===== src/rtl/ex_mem.sv =====
// EX->MEM pipeline register of the MIPS32 core. It also holds the MADD/MSUB partial product
// and cycle count while EX is stalled, and feeds them back to EX.
module ex_mem #(
  parameter int DATA_W  = 32,
  parameter int ADDR_W  = 5,
  parameter int ALUOP_W = 8
) (
  input  logic                clk,
  input  logic                rst,
  input  logic [5:0]          stall,
  input  logic [ADDR_W-1:0]   ex_wd,
  input  logic                ex_wreg,
  input  logic [DATA_W-1:0]   ex_wdata,
  input  logic [DATA_W-1:0]   ex_hi,
  input  logic [DATA_W-1:0]   ex_lo,
  input  logic                ex_whilo,
  input  logic [ALUOP_W-1:0]  ex_aluop,
  input  logic [DATA_W-1:0]   ex_mem_addr,
  input  logic [DATA_W-1:0]   ex_reg2,
  input  logic [2*DATA_W-1:0] hilo_i,
  input  logic [1:0]          cnt_i,
  output logic [ADDR_W-1:0]   mem_wd,
  output logic                mem_wreg,
  output logic [DATA_W-1:0]   mem_wdata,
  output logic [DATA_W-1:0]   mem_hi,
  output logic [DATA_W-1:0]   mem_lo,
  output logic                mem_whilo,
  output logic [ALUOP_W-1:0]  mem_aluop,
  output logic [DATA_W-1:0]   mem_mem_addr,
  output logic [DATA_W-1:0]   mem_reg2,
  output logic [2*DATA_W-1:0] hilo_o,
  output logic [1:0]          cnt_o
);

  logic [ADDR_W-1:0]   wd_q,    wd_d;
  logic                wreg_q,  wreg_d;
  logic [DATA_W-1:0]   wdata_q, wdata_d;
  logic [DATA_W-1:0]   hi_q,    hi_d;
  logic [DATA_W-1:0]   lo_q,    lo_d;
  logic                whilo_q, whilo_d;
  logic [ALUOP_W-1:0]  aluop_q, aluop_d;
  logic [DATA_W-1:0]   addr_q,  addr_d;
  logic [DATA_W-1:0]   reg2_q,  reg2_d;
  logic [2*DATA_W-1:0] hilo_q,  hilo_d;
  logic [1:0]          cnt_q,   cnt_d;

  logic unused_stall;
  assign unused_stall = ^{stall[5], stall[2:0]};

  // The illegal stall[3]=0/stall[4]=1 combination falls into the advance branch.
  always_comb begin
    wd_d    = wd_q;
    wreg_d  = wreg_q;
    wdata_d = wdata_q;
    hi_d    = hi_q;
    lo_d    = lo_q;
    whilo_d = whilo_q;
    aluop_d = aluop_q;
    addr_d  = addr_q;
    reg2_d  = reg2_q;
    hilo_d  = hilo_i;
    cnt_d   = cnt_i;
    if (!stall[3]) begin
      wd_d    = ex_wd;
      wreg_d  = ex_wreg;
      wdata_d = ex_wdata;
      hi_d    = ex_hi;
      lo_d    = ex_lo;
      whilo_d = ex_whilo;
      aluop_d = ex_aluop;
      addr_d  = ex_mem_addr;
      reg2_d  = ex_reg2;
      hilo_d  = '0;
      cnt_d   = '0;
    end else if (!stall[4]) begin
      wd_d    = '0;
      wreg_d  = 1'b0;
      wdata_d = '0;
      hi_d    = '0;
      lo_d    = '0;
      whilo_d = 1'b0;
      aluop_d = '0;
      addr_d  = '0;
      reg2_d  = '0;
    end
  end

  always_ff @(posedge clk or posedge rst) begin
    if (rst) begin
      wd_q    <= '0;
      wreg_q  <= 1'b0;
      wdata_q <= '0;
      hi_q    <= '0;
      lo_q    <= '0;
      whilo_q <= 1'b0;
      aluop_q <= '0;
      addr_q  <= '0;
      reg2_q  <= '0;
      hilo_q  <= '0;
      cnt_q   <= '0;
    end else begin
      wd_q    <= wd_d;
      wreg_q  <= wreg_d;
      wdata_q <= wdata_d;
      hi_q    <= hi_d;
      lo_q    <= lo_d;
      whilo_q <= whilo_d;
      aluop_q <= aluop_d;
      addr_q  <= addr_d;
      reg2_q  <= reg2_d;
      hilo_q  <= hilo_d;
      cnt_q   <= cnt_d;
    end
  end

  assign mem_wd       = wd_q;
  assign mem_wreg     = wreg_q;
  assign mem_wdata    = wdata_q;
  assign mem_hi       = hi_q;
  assign mem_lo       = lo_q;
  assign mem_whilo    = whilo_q;
  assign mem_aluop    = aluop_q;
  assign mem_mem_addr = addr_q;
  assign mem_reg2     = reg2_q;
  assign hilo_o       = hilo_q;
  assign cnt_o        = cnt_q;

endmodule


===== config.mk =====
export PLATFORM = sky130hd
export DESIGN_NAME = ex_mem
export DESIGN_NICKNAME = d
export VERILOG_FILES = /design/src/rtl/ex_mem.sv
export SDC_FILE = /design/constraint.sdc
export NUM_CORES = 1
export LEC_CHECK = 0
export BUFFER_PORTS_ARGS = -buffer_cell sky130_fd_sc_hd__buf_2
export CAP_MARGIN = 20
export CORE_AREA = 2 2 189 191
export DETAILED_ROUTE_END_ITERATION = 8
export DIE_AREA = 0 0 191 193
export GPL_TIMING_DRIVEN = 0
export HOLD_SLACK_MARGIN = 0.06
export PLACE_DENSITY = 0.57
export SLEW_MARGIN = 10
export SYNTH_ARGS = -nofsm -noshare
export SYNTH_HDL_FRONTEND = slang
export SYNTH_SLANG_ARGS = --single-unit

===== constraint.sdc =====
create_clock -name clk -period 15.95 [get_ports clk]
set_input_delay 3.19 -clock clk [delete_from_list [all_inputs] [get_ports clk]]
set_output_delay 3.19 -clock clk [all_outputs]
set_load 0.05 [all_outputs]

==> results.toml <==
[power_and_ir_drop]
swShare_pct = 30.02
leakage_nw = 6.903
power.density_nw_per_um2 = 132.4
p_comb_share_pct = 18.1
pwr-share-clk_pct = 41.9
netSwitchingPower_uw = 504.8
seqPwrFrac_pct = 39.9
p_int_mw = 1.177
peakVddDrop_uv = 90.10

[timing]
final-hold-violation-count = 0
period_minus_slack_ns = 4.453
setup_viol_count_final = 0
tightest_slew_ns = 0.7358
rsz0062_at_grt = "false"
fin_setup_tns_ns = 0
whs_ns = 0.4887
fin_worst_skew_ns = 0
drv_slew = 0
setup_slack_ns = 11.50
min_period_over_period_pct = 27.92
maxSlewHeadroom_pct = 50.95
fmax_mhz = 224.6

[synth]
synth_area_per_cell_um2 = 12.96
netlist_top_cells_area = "dfrtp_1 (70%), a22o_1 (11%), and2_1 (4.9%)"
synth-compound-area-share_pct = 15.06
ys_seq_elements = 241
syn-cell-area_um2 = 8607
synth-xor-area-share_pct = 0
synth.yosys.seq_area_share_pct = 70.07
synth.area.mux_share_pct = 0
netlist.area_leader.share_pct = 70.07
synth_top_family_by_area = "compound AO/OA/AOI/OAI gates"
syn_nets = 913
ys_warn_count = 0
synthAdderAreaFrac_pct = 0
ys_types = 11
synthCells = 664
synth-simple-area-share_pct = 8.533
yosys.area.top_type = "dfrtp_1"

[die]
initial_core_util_pct = 24.62
die_area_um2 = 36860
core_area_um2 = 34960
dieWidth_um = 191
io_pins = 490
rows = 69
die_h_um = 193

[detailed_routing]
drt_iter0_drc = 233
routed_via_density = 4.313
drc = 0
vias = 7173
drt-pass1-iter-count = 4
routed_wl_um = 28660
antenna_left = 0
wl_per_cell_um = 17.23

[job]
max_cap_violations = 0

[cts]
clkTransAtPathRegs_ns = 0.06
root_buffer = "clkbuf_16"
cts-hold-fix-buffers = 0
ctsResizeCount = 0
post_cts_buffers = 0
cts_sinks = 241
cts_tree = "built"
h-tree-depth = 1
cts_made_buffers = 28
clockBufferDepth = 3
clk_latency_ns = 0.53

[worst_setup_path]
cpMaxStageDelayCell = "dfrtp_1"
endpoint_kind = "primary output"
arrival_ns = 1.26
critPathKind = "reg2out"
cp-start-kind = "flop"
path_max_fanout = 2
crit_chain = "buf_2"
reg2reg_slack_ns = 15.21
cpPeakStageDelay_ns = 0.42
required_ns = 12.76
cp_num_buf_inv = 1
path_delay_family = "flip-flops"

[global_routing]
first_global_vias = 7234
grt_max_degree = 99
grt_pass1_wl_um = 41830
gr-total-overflow = 0
grt_antenna_before_repair = 2
track_usage_pct = 14.66

[final_layout]
fill_cells = 3549
multi_input_area_um2 = 2031
final_nets = 1429
layout-drive-gt1-share_pct = 47.17
seq_area_um2 = 6031
instances_no_fill = 1663
final_util_pct = 36.33
area_growth_pct = 47.58
diodes = 0

[placed_design]
port_buffers = 484
gp_congestion = 0.8239
place_hpwl_um = 21750
post-place-ws_ns = 11.45
dp_cells = 1611

[min_path]
hold_path_class = "reg2reg"

[run_status]
outcome = "complete, no violations"
## state kept, by name, summed over array words and instances, names as in the netlist
| register | count |
|---|---|
| mem_reg2 | 32 |
| mem_whilo | 1 |
| mem_mem_addr | 32 |
| mem_lo | 32 |
| mem_wdata | 32 |
| mem_aluop | 8 |
| cnt_o | 2 |
| mem_hi | 32 |
| hilo_o | 64 |
| mem_wreg | 1 |
| mem_wd | 5 |
## power groups by stage
stage	combinational (mW)	clock (mW)	sequential [mW]
after global routing	0.324	0.753	0.676
final	0.305	0.705	0.671
after floorplan	0.0598	0	0.827
after detailed placement	0.309	0	0.682
after CTS	0.309	0.727	0.671
after global placement	0.305	0	0.682
## cell usage in the layout (no fill, tap or decap)
master,synthesis,layout
o21ai_0,63,63
buf_2,19,503
and2_1,67,67
buf_6,10,10
inv_8,0,2
inv_2,1,1
clkbuf_8,0,7
a22o_1,112,112
clkbuf_16,0,29
bufinv_16,0,5
dfrtp_1,241,241
clkinv_2,0,6
clkbuf_1,23,26
nand3_1,63,63
buf_16,0,2
buf_4,1,1
inv_1,64,63
inv_6,0,1
## cell usage after synthesis
| cell | number |
|---|---|
| buf_4 | 1 |
| nand3_1 | 63 |
| clkbuf_1 | 23 |
| dfrtp_1 | 241 |
| o21ai_0 | 63 |
| inv_2 | 1 |
| and2_1 | 67 |
| buf_6 | 10 |
| buf_2 | 19 |
| a22o_1 | 112 |
| inv_1 | 64 |
## path summary, 6_finish.rpt
kind / cells after the start / startpoint / end
worst max-delay path: 1 / mem_hi[15] / mem_hi[15]
worst min-delay path: 1 / mem_whilo / mem_whilo
worst max register to register: 2 / mem_wdata[23] / mem_wdata[23]
worst min register to register: 1 / mem_whilo / mem_whilo
max in group asynchronous: 3 / rst / mem_lo[16]
min in group asynchronous: 2 / rst / hilo_o[35]
## cells by family after synthesis
| family | Yosys count |
|---|---|
| compound gates | 175 |
| buf+inv | 118 |
| flops | 241 |
| simple gates | 130 |
## layer usage
layer / GRT usage (%) / routed length (um)
met1: 17.16 / 11120
met2: 25.46 / 13910
met3: 4.905 / 2911
met4: 4.472 / 686
met5: 0 / 28
## per-stage QoR
step,total power [mW],instance area [um^2]
2_1_floorplan,0.8868,8607
3_3_place_gp,0.9870,11610
3_5_place_dp,0.9905,11670
4_1_cts,1.708,12700
5_1_grt,1.753,12700
6_report,1.682,12700
## area by class of cell
cell class	count	area share, %
buffer	53	2.374
inverter	65	1.980
multi-input combinational	305	15.99
clock inverter	13	1.576
tap	461	4.541
sequential	241	47.48
timing repair buffer	486	19.50
clock buffer	39	6.560
No activity file was read; power rests on OpenSTA's default activity.
